<file path="src/rtl/led_seq_pkg.sv">
// Shared encodings for the LED sequencer: pattern modes and bounce direction.
package led_seq_pkg;

  typedef enum logic [1:0] {
    MODE_ROT_UP = 2'd0,
    MODE_ROT_DN = 2'd1,
    MODE_BOUNCE = 2'd2,
    MODE_BLINK  = 2'd3
  } mode_t;

  typedef enum logic {
    UP = 1'b0,
    DN = 1'b1
  } dir_t;

endpackage

</file>
<file path="src/rtl/tick_prescaler.sv">
// Free-running prescaler that produces a one-cycle tick every PERIOD_CYCLES
// enabled clocks.
//   clk  : clock
//   rst  : async active-high reset
//   en   : count enable; when low the count holds and no tick is produced
//   tick : high in the cycle where count == PERIOD_CYCLES-1 and en is high
module tick_prescaler #(
  parameter int PERIOD_CYCLES = 6000000
) (
  input  logic clk,
  input  logic rst,
  input  logic en,
  output logic tick
);

  localparam int              CW   = $clog2(PERIOD_CYCLES);
  localparam logic [CW-1:0]   LAST = CW'(PERIOD_CYCLES - 1);

  logic [CW-1:0] count;

  assign tick = en && (count == LAST);

  always_ff @(posedge clk or posedge rst) begin
    if (rst)     count <= '0;
    else if (en) count <= (count == LAST) ? '0 : count + CW'(1);
  end

endmodule

</file>
<file path="src/rtl/led_sequencer.sv">
// LED pattern generator. Each prescaler tick advances the selected pattern
// (rotate up/down, bounce, all-blink), toggles heartbeat and fires step_strobe.
//   clk, rst    : clock, async active-high reset
//   mode        : pattern select, sampled only on a tick
//   pause       : freezes prescaler and all pattern state
//   leds        : LED drive, decoded from registered state only
//   heartbeat   : toggles on every tick
//   step_strobe : one-cycle pulse following each tick
module led_sequencer
  import led_seq_pkg::*;
#(
  parameter int NUM_LEDS      = 4,
  parameter int PERIOD_CYCLES = 6000000
) (
  input  logic                clk,
  input  logic                rst,
  input  logic [1:0]          mode,
  input  logic                pause,
  output logic [NUM_LEDS-1:0] leds,
  output logic                heartbeat,
  output logic                step_strobe
);

  localparam int            IW       = $clog2(NUM_LEDS);
  localparam logic [IW-1:0] IDX_LAST = IW'(NUM_LEDS - 1);

  logic          tick;
  logic [IW-1:0] idx_q, idx_d;
  dir_t          dir_q, dir_d;
  mode_t         mode_q, mode_d;
  logic          hb_q, hb_d;
  logic          strobe_q;

  tick_prescaler #(.PERIOD_CYCLES(PERIOD_CYCLES)) u_presc (
    .clk  (clk),
    .rst  (rst),
    .en   (~pause),
    .tick (tick)
  );

  always_ff @(posedge clk or posedge rst) begin
    if (rst) begin
      idx_q    <= '0;
      dir_q    <= UP;
      mode_q   <= MODE_ROT_UP;
      hb_q     <= 1'b0;
      strobe_q <= 1'b0;
    end else begin
      idx_q    <= idx_d;
      dir_q    <= dir_d;
      mode_q   <= mode_d;
      hb_q     <= hb_d;
      strobe_q <= tick;
    end
  end

  // The freshly sampled mode drives this tick's update so a mode switch
  // never leaves a half-applied step.
  always_comb begin
    idx_d  = idx_q;
    dir_d  = dir_q;
    mode_d = mode_q;
    hb_d   = hb_q;
    if (tick) begin
      mode_d = mode_t'(mode);
      hb_d   = ~hb_q;
      dir_d  = UP;  // any non-bounce step re-arms bounce to start upward
      case (mode_d)
        MODE_ROT_UP: idx_d = (idx_q == IDX_LAST) ? '0 : idx_q + IW'(1);
        MODE_ROT_DN: idx_d = (idx_q == '0) ? IDX_LAST : idx_q - IW'(1);
        MODE_BOUNCE: begin
          if (dir_q == UP) begin
            if (idx_q == IDX_LAST) begin
              dir_d = DN;
              idx_d = IDX_LAST - IW'(1);
            end else begin
              idx_d = idx_q + IW'(1);
            end
          end else begin
            if (idx_q == '0) begin
              idx_d = IW'(1);
            end else begin
              dir_d = DN;
              idx_d = idx_q - IW'(1);
            end
          end
        end
        default: idx_d = idx_q;  // blink holds position
      endcase
    end
  end

  always_comb begin
    if (mode_q == MODE_BLINK) leds = {NUM_LEDS{hb_q}};
    else                      leds = NUM_LEDS'(1) << idx_q;
  end

  assign heartbeat   = hb_q;
  assign step_strobe = strobe_q;

endmodule

</file>
<file path="config.mk">
export PLATFORM = sky130hd
export DESIGN_NAME = led_sequencer
export DESIGN_NICKNAME = d
export VERILOG_FILES = /design/src/rtl/led_seq_pkg.sv /design/src/rtl/tick_prescaler.sv /design/src/rtl/led_sequencer.sv
export SDC_FILE = /design/constraint.sdc
export NUM_CORES = 1
export LEC_CHECK = 0
export CORE_AREA = 2 2 55 57
export DETAILED_ROUTE_END_ITERATION = 7
export DIE_AREA = 0 0 57 59
export DONT_BUFFER_PORTS = 1
export GPL_TIMING_DRIVEN = 0
export PLACE_DENSITY = 0.74
export SLEW_MARGIN = 10
export SYNTH_ARGS = -nofsm -noshare
export SYNTH_HDL_FRONTEND = slang
export SYNTH_SLANG_ARGS = --single-unit
</file>
<file path="constraint.sdc">
create_clock -name clk -period 3.1 [get_ports clk]
set_clock_uncertainty 0.2 [all_clocks]
set_input_delay 0.62 -clock clk [delete_from_list [all_inputs] [get_ports clk]]
set_output_delay 0.62 -clock clk [all_outputs]
set_load 0.01 [all_outputs]
</file>
After elaboration in Yosys (flattened, before gate mapping)

Cells that the tools add are included.

Input bits: 5
Flip-flop bits (word level): 30

Shift-type cells: 1
Reduce and logical (&&, ||, !) cells: 5
Bitwise logic cells: 2
Eq/ne operators: 5
Add/subtract/negate cells: 3
Mux-type cells: 12

Operator list:

| kind                                                 | number |
|---|---|
| adder 23 x 1 -> 23 bit (second input constant)       | 1 |
| equality test 23 bit (second input constant)         | 1 |
| two-way mux 23 bit                                   | 1 |
| two-way mux 2 bit                                    | 5 |
| equality test 2 bit (second input constant)          | 3 |
| case mux 2 bit (3 select lines)                      | 1 |
| zero test 2 bit                                      | 2 |
| two-way mux 1 bit                                    | 4 |
| two-way mux 4 bit                                    | 1 |
| << shifter 1 x 2 -> 4 bit (first input constant)     | 1 |
| nonzero test 3 bit                                   | 1 |
| adder 2 x 1 -> 2 bit (second input constant)         | 1 |
| equality test 2 x 1 -> 1 bit (second input constant) | 1 |
| inverter 1 bit                                       | 2 |
| AND reduction 2 bit                                  | 1 |
| subtractor 2 x 1 -> 2 bit (second input constant)    | 1 |
| logical AND 1 bit                                    | 1 |

Logic depth before layout (Yosys ltp)

Depth in word-level cells: 4
Mapped depth: 7
Gate-level depth less buffers: 6

Modules after synthesis

A second synthesis with hierarchy kept.

Cell total of the unflattened synthesis: 178
Area, all modules: 1716.6 um2

By module, submodules not included:

| module         | area an instance (um2) | cells each | times used |
|---|---|---|---|
| tick_prescaler | 1223.7                 | 129        | 1 |
| led_sequencer  | 493.0                  | 49         | 1 |

Least setup slack after synthesis

Ideal clock, no wire load.

Path type: register to register
Start point: register u_presc.count[21]
End point: register mode_q[0]
Stages on the path, launching flop included: 6
Slack: 0.936 ns
Clock period less this slack: 2.164 ns
Buffers on the path: 1
Required time: 2.775 ns
Data arrival time: 1.839 ns
Setup time: 0.125 ns
Path through: dfrtp_1 -> or4_4 -> nor4_4 -> and3_1 -> buf_6 -> mux2_2

Cells in the longest elaborated chain, start to end: 2

Ends and longest elaborated chain:

| element                  | line                 | text |
|---|---|---|
| start: declaration       | tick_prescaler.sv:19 | `logic [CW-1:0] count;` |
| start signal: assignment | tick_prescaler.sv:25 | `else if (en) count <= (count == LAST) ? '0 : count + CW'(1);` |
| equality test 23 bit     | tick_prescaler.sv:21 | `assign tick = en && (count == LAST);` |
| logical AND 1 bit        | tick_prescaler.sv:21 |  |
| end signal: assignment   | led_sequencer.sv:51  | `mode_q <= mode_d;` |
| end: declaration         | led_sequencer.sv:30  | `mode_t mode_q, mode_d;` |

No other way between the ends.
A chain may end at the register's enable or synchronous reset.

Worst setup path after layout

Start point: register u_presc.count[21]
End point: register mode_q[1]

The elaborated chain is that of the path after synthesis.

==> qor.yml <==
fin_tns_setup_ns: 0
die_w_um: 57
cts_resized: 0
path_class: "flop to flop"
grt_pass1_vias: 1110
hold_buffers: 0
status: "finished clean"
clkLatencyLatePin_ns: 0.32
cp.arrival_ns: 2.27
grt_pass1_wl_mm: 5.04
synth_area_per_cell_um2: 10.5
finalWirelength_mm: 2.86
clkSinkCount: 30
synthDistinctLibCells: 32
regArea_um2: 751
drive_gt1_share_pct: 10.6
placed_area_um2: 1630
antenna_found_initial: 0
yosys_register_bits: 30
pin_count: 11
cts.htree.levels: 2
num-fill-cells: 234
finalHoldViolations: 0
antenna_cells: 0
tightestPinTransition_ns: 1.02
post_cts_buffers: 0
die_h_um: 59
rows: 19
power_density_nw_per_um2: 522
final_area_um2: 1710
ys.flop_type: "dfrtp_1"
fp.coreArea_um2: 2710
cts_tree: "yes"
fin_util_pct: 63.0
leakagePower_nw: 0.843
syn_to_final_growth_pct: 7.40
async_reset_ff_share_pct: 100
finalCritPeriodShare_pct: 72.7
crit_required_ns: 3.12
rsz0062_at_grt: "no"
cts_buffers: 5
fin_ws_ns: 0.848
setup_violations: 0
dr_total_vias: 1083
synth_edf_count: 0
worst_r2r_path_depth: 5
drtAntennaViolNets: 0
start_util_pct: 58.7
path_clk_slew_ns: 0.09
grt_start_max_net_pins: 31
finalNonFillerCells: 191
yosysWarnings: 0
syn-cell-area_um2: 1590
grt.total_usage_pct: 19.9
gp_congestion: 0.855
final_cell_mix: "30 x dfrtp_1, 18 x nor2_1, 12 x xnor2_1"
syn_inst: 152
ys_seq_area_share_pct: 47.2
worstSetupEndpointType: "flop"
portBuffers: 0
max_freq_mhz: 444
final_common_cell: "dfrtp_1"
nets: 173
final.min_clock_period_ns: 2.25
multi_input_area_um2: 779
dp_hpwl_mm: 1.98
vias_per_cell: 5.67
crit_path_start_kind: "flop"
drtIter0Drc: 22
syn_nets: 166
drc: 0
final_max_slew_viol_count: 0
dp_worst_setup_slack_ns: 0.707
drt-pass1-iter-count: 4
grt-ovfl-total: 0
peakVddDrop_v: 0.000470
placed_cells: 183
clockBufferDepth: 2
root_buffer: "clkbuf_4"
wl_per_cell_um: 15.0
holdCritPathClass: "input port to asynchronous set/reset pin"
drv_cap: 0
dieArea_um2: 3360
slew_headroom_pct: 31.4
cp_max_fo: 7
## cells by family after synthesis
| logic type | share of synthesized area [%] |
|---|---|
| simple gates | 21.6 |
| flops | 47.2 |
| xor+xnor | 11.0 |
| compound gates | 6.61 |
| buf+inv | 3.78 |
| fa+ha+maj | 7.08 |
| mux | 2.68 |
## power breakdown
part	switching [mW]	total [mW]	internal, mW
sequential	0.0493	0.486	0.437
combinational	0.0672	0.122	0.0545
clock	0.129	0.284	0.155
total	0.246	0.892	0.646
## synthesized netlist by cell type, drive strengths merged (4+ instances only)
master / n / area share (%)
o21ai: 5 / 1.6
nand2: 8 / 1.9
and3: 5 / 2.0
nor4: 4 / 2.5
ha: 9 / 7.1
inv: 11 / 2.6
xor2: 8 / 4.4
nor2: 18 / 4.2
xnor2: 12 / 6.6
dfrtp: 30 / 47
nand3: 10 / 3.5
nand4: 7 / 2.8
a21o: 5 / 2.4
## path summary, 6_finish.rpt
check	slack, ns	to	start
max in group asynchronous	2.13	u_presc.count[18]$_DFFE_PP0N_	rst
hold / removal	0.1	u_presc.count[2]$_DFFE_PP0N_	rst
min in group clk	0.24	mode_q[0]$_DFFE_PP0P_	mode[0]
setup / recovery	0.85	mode_q[1]$_DFFE_PP0P_	u_presc.count[21]$_DFFE_PP0N_
hold reg to reg	0.30	u_presc.count[17]$_DFFE_PP0N_	u_presc.count[17]$_DFFE_PP0N_
setup reg to reg	0.85	mode_q[1]$_DFFE_PP0P_	u_presc.count[21]$_DFFE_PP0N_
## metrics by stage
stage,total power [mW],hold WS (ns)
floorplan,0.574,0.249
global placement,0.591,0.275
detailed placement,0.604,0.287
CTS,0.902,0.232
global route,0.944,0.145
finish,0.892,0.0955
## worst max-delay path: stages (launching register included)
cell and delay, ns:
dfrtp_1 0.42, or4_4 0.55, nor4_4 0.29, and3_1 0.20, buf_6 0.14, mux2_2 0.33
## area by class of cell
type,count,area share (%)
plain buffers,2,1.10
clock buffers,8,4.62
inverters,11,2.42
multi-input cells,109,45.6
flip-flops and latches,30,44.0
well taps,31,2.27
## routing by layer
layer	vias to the layer above	routed length, um	part of all wire (%)	track usage (%)
met5	-	0	0	0
met2	13	1490	52	33.2
li1	536	-	-	-
met1	528	1250	44	24.3
met3	6	64	2.2	4.80
met4	0	59	2.1	10.3
## state kept, by name (all words and copies together), names as in the netlist
signal / flops
step_strobe: 1
mode_q: 2
heartbeat: 1
u_presc.count: 23
idx_q: 2
dir_q: 1
No activity file was read; power rests on OpenSTA's default activity.
